**src/rtl/mac_pkg.sv**
```systemverilog
// Shared MAC constants and the TX pause-gate state encoding.
package mac_pkg;

  localparam int N_SYMBOLS    = 8;
  localparam int W_SYMBOL     = 8;
  localparam int W_QUANTA     = 16;
  localparam int QUANTUM_BITS = 512;

  typedef enum logic [1:0] {
    IDLE     = 2'd0,
    IN_FRAME = 2'd1,
    PAUSED   = 2'd2
  } pause_state_t;

endpackage

```
**src/rtl/axis_reg_slice.sv**
```systemverilog
// Single-register AXI-Stream forward slice with clock enable; shared by the TX and RX paths.
module axis_reg_slice #(
  parameter int N_SYMBOLS = 8,
  parameter int W_SYMBOL  = 8
) (
  input  logic                          clk_i,
  input  logic                          rst_i,
  input  logic                          en_i,
  input  logic                          load_i,
  input  logic [N_SYMBOLS*W_SYMBOL-1:0] data_i,
  input  logic [N_SYMBOLS-1:0]          keep_i,
  input  logic                          last_i,
  output logic                          room_o,
  output logic                          m_tvalid_o,
  output logic [N_SYMBOLS-1:0]          m_tkeep_o,
  output logic [N_SYMBOLS*W_SYMBOL-1:0] m_tdata_o,
  output logic                          m_tlast_o,
  input  logic                          m_tready_i
);

  logic                          vld_q;
  logic [N_SYMBOLS-1:0]          keep_q;
  logic [N_SYMBOLS*W_SYMBOL-1:0] data_q;
  logic                          last_q;

  // Room for a new beat if empty or the held beat leaves this cycle.
  assign room_o = ~vld_q | m_tready_i;

  always_ff @(posedge clk_i) begin
    if (rst_i) begin
      vld_q  <= 1'b0;
      keep_q <= '0;
      data_q <= '0;
      last_q <= 1'b0;
    end else if (en_i) begin
      if (load_i) begin
        vld_q  <= 1'b1;
        keep_q <= keep_i;
        data_q <= data_i;
        last_q <= last_i;
      end else if (m_tready_i) begin
        vld_q  <= 1'b0;
      end
    end
  end

  assign m_tvalid_o = vld_q;
  assign m_tkeep_o  = keep_q;
  assign m_tdata_o  = data_q;
  assign m_tlast_o  = last_q;

endmodule

```
**src/rtl/mac_tx_pause_gate.sv**
```systemverilog
// 802.3x pause gate on the MAC TX stream: finishes the in-flight frame, then holds
// off new frames for quanta x QUANTUM_BITS bit-times.
module mac_tx_pause_gate #(
  parameter int N_SYMBOLS       = mac_pkg::N_SYMBOLS,
  parameter int W_SYMBOL        = mac_pkg::W_SYMBOL,
  parameter int W_QUANTA        = mac_pkg::W_QUANTA,
  parameter int QUANTUM_BITS    = mac_pkg::QUANTUM_BITS,
  parameter int CYC_PER_QUANTUM = QUANTUM_BITS / (N_SYMBOLS * W_SYMBOL)
) (
  input  logic                          i_clk,
  input  logic                          i_reset,
  input  logic                          i_clk_en,
  input  logic                          i_pause_en,
  input  logic                          i_pause_valid,
  input  logic [W_QUANTA-1:0]           i_pause_quanta,
  input  logic                          s_axis_tvalid,
  input  logic [N_SYMBOLS-1:0]          s_axis_tkeep,
  input  logic [N_SYMBOLS*W_SYMBOL-1:0] s_axis_tdata,
  input  logic                          s_axis_tlast,
  output logic                          s_axis_tready,
  output logic                          m_axis_tvalid,
  output logic [N_SYMBOLS-1:0]          m_axis_tkeep,
  output logic [N_SYMBOLS*W_SYMBOL-1:0] m_axis_tdata,
  output logic                          m_axis_tlast,
  input  logic                          m_axis_tready,
  output logic                          o_paused,
  output logic [W_QUANTA-1:0]           o_quanta_left
);

  import mac_pkg::*;

  localparam int CW = $clog2(CYC_PER_QUANTUM) + 1;

  if (CYC_PER_QUANTUM < 1) begin : g_bad_cyc
    $error("CYC_PER_QUANTUM must be >= 1");
  end
  if ((N_SYMBOLS < 1) || (N_SYMBOLS > 64) || ((N_SYMBOLS & (N_SYMBOLS - 1)) != 0)) begin : g_bad_sym
    $error("N_SYMBOLS must be a power of 2 in 1..64");
  end

  pause_state_t        state_q, state_d;
  logic                pending_q, pending_d;
  logic [W_QUANTA-1:0] quanta_q, quanta_d;
  logic [CW-1:0]       cnt_q, cnt_d;
  logic                room, block, accept, wrap, eof;

  assign block  = (state_q == PAUSED) |
                  ((state_q == IDLE) & (pending_q | (quanta_q != '0)));
  assign s_axis_tready = i_clk_en & room & ~block;
  assign accept = s_axis_tvalid & s_axis_tready;
  assign eof    = accept & s_axis_tlast;
  assign wrap   = (cnt_q == CW'(CYC_PER_QUANTUM - 1));

  always_comb begin
    state_d   = state_q;
    pending_d = pending_q;
    quanta_d  = quanta_q;
    cnt_d     = cnt_q;

    case (state_q)
      IDLE: begin
        if (accept && !s_axis_tlast) begin
          state_d = IN_FRAME;
        end else if (quanta_q != '0) begin
          state_d   = PAUSED;
          pending_d = 1'b0;
          cnt_d     = '0;
        end
      end
      IN_FRAME: begin
        if (eof) begin
          state_d   = (pending_q && (quanta_q != '0)) ? PAUSED : IDLE;
          pending_d = 1'b0;
          cnt_d     = '0;
        end
      end
      PAUSED: begin
        if (quanta_q == '0) begin
          state_d = IDLE;
        end else if (wrap) begin
          cnt_d    = '0;
          quanta_d = quanta_q - W_QUANTA'(1);
          if (quanta_q == W_QUANTA'(1)) state_d = IDLE;
        end else begin
          cnt_d = cnt_q + CW'(1);
        end
      end
      default: state_d = IDLE;
    endcase

    // A request overrides counting; frames in flight always complete.
    if (!i_pause_en) begin
      pending_d = 1'b0;
      quanta_d  = '0;
      if (state_d == PAUSED) state_d = IDLE;
    end else if (i_pause_valid) begin
      quanta_d = i_pause_quanta;
      cnt_d    = '0;
      if (i_pause_quanta == '0) begin
        pending_d = 1'b0;
        if (state_d == PAUSED) state_d = IDLE;
      end else if (state_q == PAUSED) begin
        state_d = PAUSED;
      end else if (state_q == IN_FRAME) begin
        state_d   = eof ? PAUSED : IN_FRAME;
        pending_d = ~eof;
      end else begin
        state_d   = (accept && !s_axis_tlast) ? IN_FRAME : IDLE;
        pending_d = accept & ~s_axis_tlast;
      end
    end
  end

  always_ff @(posedge i_clk) begin
    if (i_reset) begin
      state_q   <= IDLE;
      pending_q <= 1'b0;
      quanta_q  <= '0;
      cnt_q     <= '0;
    end else if (i_clk_en) begin
      state_q   <= state_d;
      pending_q <= pending_d;
      quanta_q  <= quanta_d;
      cnt_q     <= cnt_d;
    end
  end

  assign o_paused      = (state_q == PAUSED);
  assign o_quanta_left = quanta_q;

  axis_reg_slice #(
    .N_SYMBOLS (N_SYMBOLS),
    .W_SYMBOL  (W_SYMBOL)
  ) u_slice (
    .clk_i      (i_clk),
    .rst_i      (i_reset),
    .en_i       (i_clk_en),
    .load_i     (accept),
    .data_i     (s_axis_tdata),
    .keep_i     (s_axis_tkeep),
    .last_i     (s_axis_tlast),
    .room_o     (room),
    .m_tvalid_o (m_axis_tvalid),
    .m_tkeep_o  (m_axis_tkeep),
    .m_tdata_o  (m_axis_tdata),
    .m_tlast_o  (m_axis_tlast),
    .m_tready_i (m_axis_tready)
  );

endmodule

```
**config.mk**
```make
export PLATFORM = sky130hd
export DESIGN_NAME = mac_tx_pause_gate
export DESIGN_NICKNAME = d
export VERILOG_FILES = /design/src/rtl/mac_pkg.sv /design/src/rtl/axis_reg_slice.sv /design/src/rtl/mac_tx_pause_gate.sv
export SDC_FILE = /design/constraint.sdc
export NUM_CORES = 1
export LEC_CHECK = 0
export ABC_AREA = 1
export CAP_MARGIN = 20
export CORE_MARGIN = 2
export CORE_UTILIZATION = 35
export CTS_BUF_LIST = sky130_fd_sc_hd__clkbuf_4
export CTS_CLUSTER_SIZE = 40
export DETAILED_ROUTE_END_ITERATION = 10
export MAX_ROUTING_LAYER = met4
export PLACE_DENSITY = 0.64
export SLEW_MARGIN = 0
export SYNTH_ARGS = -nofsm -noshare
export SYNTH_HDL_FRONTEND = slang
export SYNTH_SLANG_ARGS = --single-unit
```
**constraint.sdc**
```tcl
create_clock -name i_clk -period 4.6 [get_ports i_clk]
set_clock_uncertainty 0.15 [all_clocks]
set_input_delay 0.69 -clock i_clk [delete_from_list [all_inputs] [get_ports i_clk]]
set_output_delay 0.69 -clock i_clk [all_outputs]
set_load 0.01 [all_outputs]
```
# == Word-level counts from Yosys, hierarchy flattened ==
# Cells that the tools add are included.
# op_classes
n_addsub,2
n_eq_ne,8
mux,40
bitwise_logic,13
reduce_logical,11
# ops
operator,count
$mux 16,5
$logic_not 16->1,2
$mux 2,14
$mux 4,7
$eq 16x1->1 const B,1
$reduce_bool 16->1,1
$sub 16x1->16 const B,1
$pmux 4 s3,1
$mux 1,11
$and 1x1->1,6
$ne 3x1->1 const B,2
$pmux 2 s3,1
$add 4x1->4 const B,1
$eq 2x2->1 const B,2
$eq 4x3->1 const B,1
$not 1->1,4
$reduce_and 2->1,2
$reduce_and 4->1,1
$ne 3x3->1 const B,1
$or 1x1->1,3
$eq 2x1->1 const B,1
$logic_and 1x1->1,2
$logic_not 2->1,1
$pmux 1 s2,1
2 further kinds,2
# word_totals
reg_bits,97
in_bits,96

# == Longest topological paths before layout ==
# depth
word_depth,15
mapped_depth,14
mapped_depth_nobuf,14

# == Modules after synthesis ==
# From an unflattened synthesis, not the netlist that was laid out.
# hier_totals
cells_unflattened,614
hier_area_um2,4650.7
# by_module_without_submodules
module,n_inst,cells_each,area_per_inst_um2,seq_area_each_um2
axis_reg_slice,1,334,2703.8,1481.4
mac_tx_pause_gate,1,280,1946.9,460.4

# == Least setup slack after synthesis ==
# No wires, ideal clock.
# synth_timing
path_type,input to register
startpoint,input i_pause_valid
endpoint,register quanta_q[14] (netlist: o_quanta_left[14])
setup_time_ns,0.122
arrival_ns,1.754
path_slack_ns,2.574
cell_stages,8
path_cell_list,clkbuf_1 nor2_1 o21ai_1 nand2_2 inv_2 buf_4 o21ai_1 nor2_1
# synth_via
elab_chain_cells,2
# synth_lines
item,line_no,source
"start, declared",mac_tx_pause_gate.sv:14,"input logic i_pause_valid,"
$ne 3x3->1 (no line) (tied with other cells),n/a,
$reduce_and 4->1 (no line) or $mux 16 (tied branches),n/a,
"end signal, assigned",mac_tx_pause_gate.sv:123,quanta_q <= quanta_d;
"end, declared",mac_tx_pause_gate.sv:43,"logic [W_QUANTA-1:0] quanta_q, quanta_d;"
# Several ways; a longest one is shown, not always the timed one.
# A chain may end at the register's enable or synchronous reset.

# == Worst setup path in the final report ==
# layout_timing
startpoint,input i_clk_en
endpoint,output s_axis_tready
# layout_via
elab_chain_cells,2
# layout_lines
item,line_no,source
"start, declared",mac_tx_pause_gate.sv:12,"input logic i_clk_en,"
$and 1x1->1 (2 in series),mac_tx_pause_gate.sv:49,assign s_axis_tready = i_clk_en & room & ~block;
"end, declared",mac_tx_pause_gate.sv:20,"output logic s_axis_tready,"
# No other way between the ends.

==> metrics.cfg <==
[cells_and_area]
final_cell_mix=nand2_1 (194), clkdlybuf4s50_1 (186), dfxtp_1 (97), a21oi_1 (96), nor2_1 (34)
layout-drive-gt1-share_pct=6.045
final_common_cell=nand2_1
finalNonFillerCells=931
fin_area_um2=6389
area_growth_pct=46.64
nNetsFinal=856

[clocking]
path_clk_slew_ps=140
clk_latency_ps=460
clock_path_buffers=2
cts.hold.buffers_added=0
clock-sinks=97
ctsResizeCount=0
cts_root_buf=clkbuf_4
cts-buffers-inserted=9
post-cts-setup-buffers=0
tritoncts=built
htree_levels=3

[worst_setup_path]
crit_family=buffers and inverters
reg2regPathDepth=11
start_kind=input pin
path_cells=clkdlybuf4s50_1 > inv_1 > a21oi_1 > a21boi_4 > clkdlybuf4s50_1
crit_fanout=11
cpMostUsedCell=clkdlybuf4s50_1
critPathSlowestCell=clkdlybuf4s50_1
path_buf_inv=3
arrival_ps=2530
slowest_delay_ps=570
cp.depth=5
crit_required_ps=3760
end_kind=primary output
crit_type=in -> out

[synthesis]
synth-edff-count=0
synth_ff_type=dfxtp_1
synthArstFlopShare_pct=0
yosys.area.top_type=dfxtp_1
ys_seq_elements=97
syn_avg_cell_area_um2=7.397
syn_nets=689
synth_area_leaders=dfxtp_1 (45%), nand2_1 (17%), a21oi_1 (11%)
synthCells=589
synth_cell_type_count=42
ys_warn_count=0
yosysTopAreaCellShare_pct=44.57
synth_area_um2=4357
yosysSeqAreaShare_pct=44.57

[worst_hold_path]
hold_path.class=reg -> reg
whs_path_depth=2

[global_routing]
antenna_found_initial=1
grt_pass1_wl_um=20790
grt_start_max_net_pins=77
grt_pass1_vias=4292
overflow=0
gr-usage-all-layers_pct=20.23

[status]
status=finished, final reports clean

[drt]
routed.top_layer=met4
first_iter_violations=299
wl_um=13320
drtAntennaViolNets=0
drc=0
drt-pass1-iter-count=5
met1Wirelength_um=5668
wl_per_cell_um=14.31
route.met3.wl_um=804
vias=4462
wl_met2_um=6527
via_per_inst=4.793

[die]
chipWidth_um=115.6
dieArea_um2=13360
rows=40
core_um2=12060
die_h_um=115.6
initial_core_util_pct=36.12
io-pin-count=188

[timing]
slew_violations=0
clock.fmax_ghz=0.2969
setup_tns_ps=0
fin_hold_ws_ps=318.8
layout_min_cycle_time_ps=3368
grt_setup_unrepaired=false
worst_pin_slew_ps=798.8
setup_violations=0
final-hold-violation-count=0
min_period_over_period_pct=73.22
relSlewSlack_pct=46.75

[run]
drv_cap=0

[place]
hpwl_um=9387
dpl.cell_count=912
placed_cell_area_um2=6237
place_congestion=0.8105
io_buffers=187

[pwr]
ir_drop_uv=149.8
powerDensity_nw_per_um2=270.6
p_leak_uw=0.002247

-- routing by layer --
layer / vias up / global-route usage, %
met5: - / -
met4: 0 / 9.157
met3: 18 / 4.289
met2: 145 / 32.71
met1: 2036 / 24.21
li1: 2263 / -
-- worst paths after layout --
check / end / slack [ps] / start
min: u_slice.m_tlast_o / 320 / u_slice.m_tlast_o
max reg2reg: o_quanta_left[4] / 2100 / o_quanta_left[0]
max: s_axis_tready / 1230 / i_clk_en
min reg2reg: u_slice.m_tlast_o / 320 / u_slice.m_tlast_o
-- cells in the mapped netlist (2+ instances only) --
| cell type | n |
|---|---|
| a21oi_1 | 96 |
| o221ai_1 | 2 |
| nor3_1 | 6 |
| buf_4 | 2 |
| o21ai_0 | 14 |
| nor2_2 | 6 |
| nor2_4 | 3 |
| buf_2 | 7 |
| a21oi_2 | 10 |
| a221oi_1 | 2 |
| dfxtp_1 | 97 |
| or2_2 | 2 |
| nand3_1 | 8 |
| nand4_1 | 6 |
| clkbuf_1 | 16 |
| nor2_1 | 34 |
| a31oi_1 | 3 |
| nor3_2 | 2 |
| a22oi_1 | 3 |
| buf_6 | 9 |
| o211ai_1 | 6 |
| nand2_1 | 194 |
| ha_1 | 4 |
| o21ai_1 | 7 |
| xor2_1 | 4 |
| inv_1 | 26 |
| xnor2_1 | 4 |
| nand2_2 | 2 |
-- area by class of cell --
cell class,count,area [um2]
Tap cell,168,210.2
Sequential cell,97,1942
Fill cell,1158,5673
Multi-Input combinational cell,429,2090
Clock buffer,9,67.56
Clock inverter,7,58.81
Timing Repair Buffer,190,1902
Antenna cell,2,5.005
Inverter,29,113.9
-- report_power, final --
| part | switching [uW] | internal (uW) |
|---|---|---|
| Clock | 287 | 160 |
| Combinational | 187 | 192 |
| Sequential | 28.4 | 874 |
-- cells by family (layout without fill, tap and decap cells) --
kind of cell    Yosys count  count (layout)  share of synthesized area (%)
compound gates          148             148                          19.33
xor+xnor                  8               8                          1.608
fa+ha+maj                 4               4                          1.149
buf+inv                  63             235                          7.467
flops                    97              97                          44.57
other cells               0               2                              0
simple gates            269             269                          25.88
-- worst min-delay path: cells and delay by family, from the launching register on --
family	cells	cell delay (ps)
compound gates	1	50
simple gates	1	60
flops	1	330
-- sequential cells by signal, indices dropped and copies added (netlist names) --
name and count:
pending_q 1, u_slice.m_tdata_o 64, u_slice.m_tvalid_o 1, o_quanta_left 16
u_slice.m_tkeep_o 8, state_q 2, cnt_q 4, u_slice.m_tlast_o 1
-- through the flow --
stage | total power [uW] | utilization, % | setup slack (ps)
floorplan | 1116 | - | 2574
global placement | 1292 | 51.71 | 1297
detailed placement | 1297 | 51.71 | 1255
CTS | 1748 | 52.76 | 1243
global route | 1824 | 52.95 | 1115
finish | 1729 | 52.97 | 1232
Power figures use the tool's default switching activity.
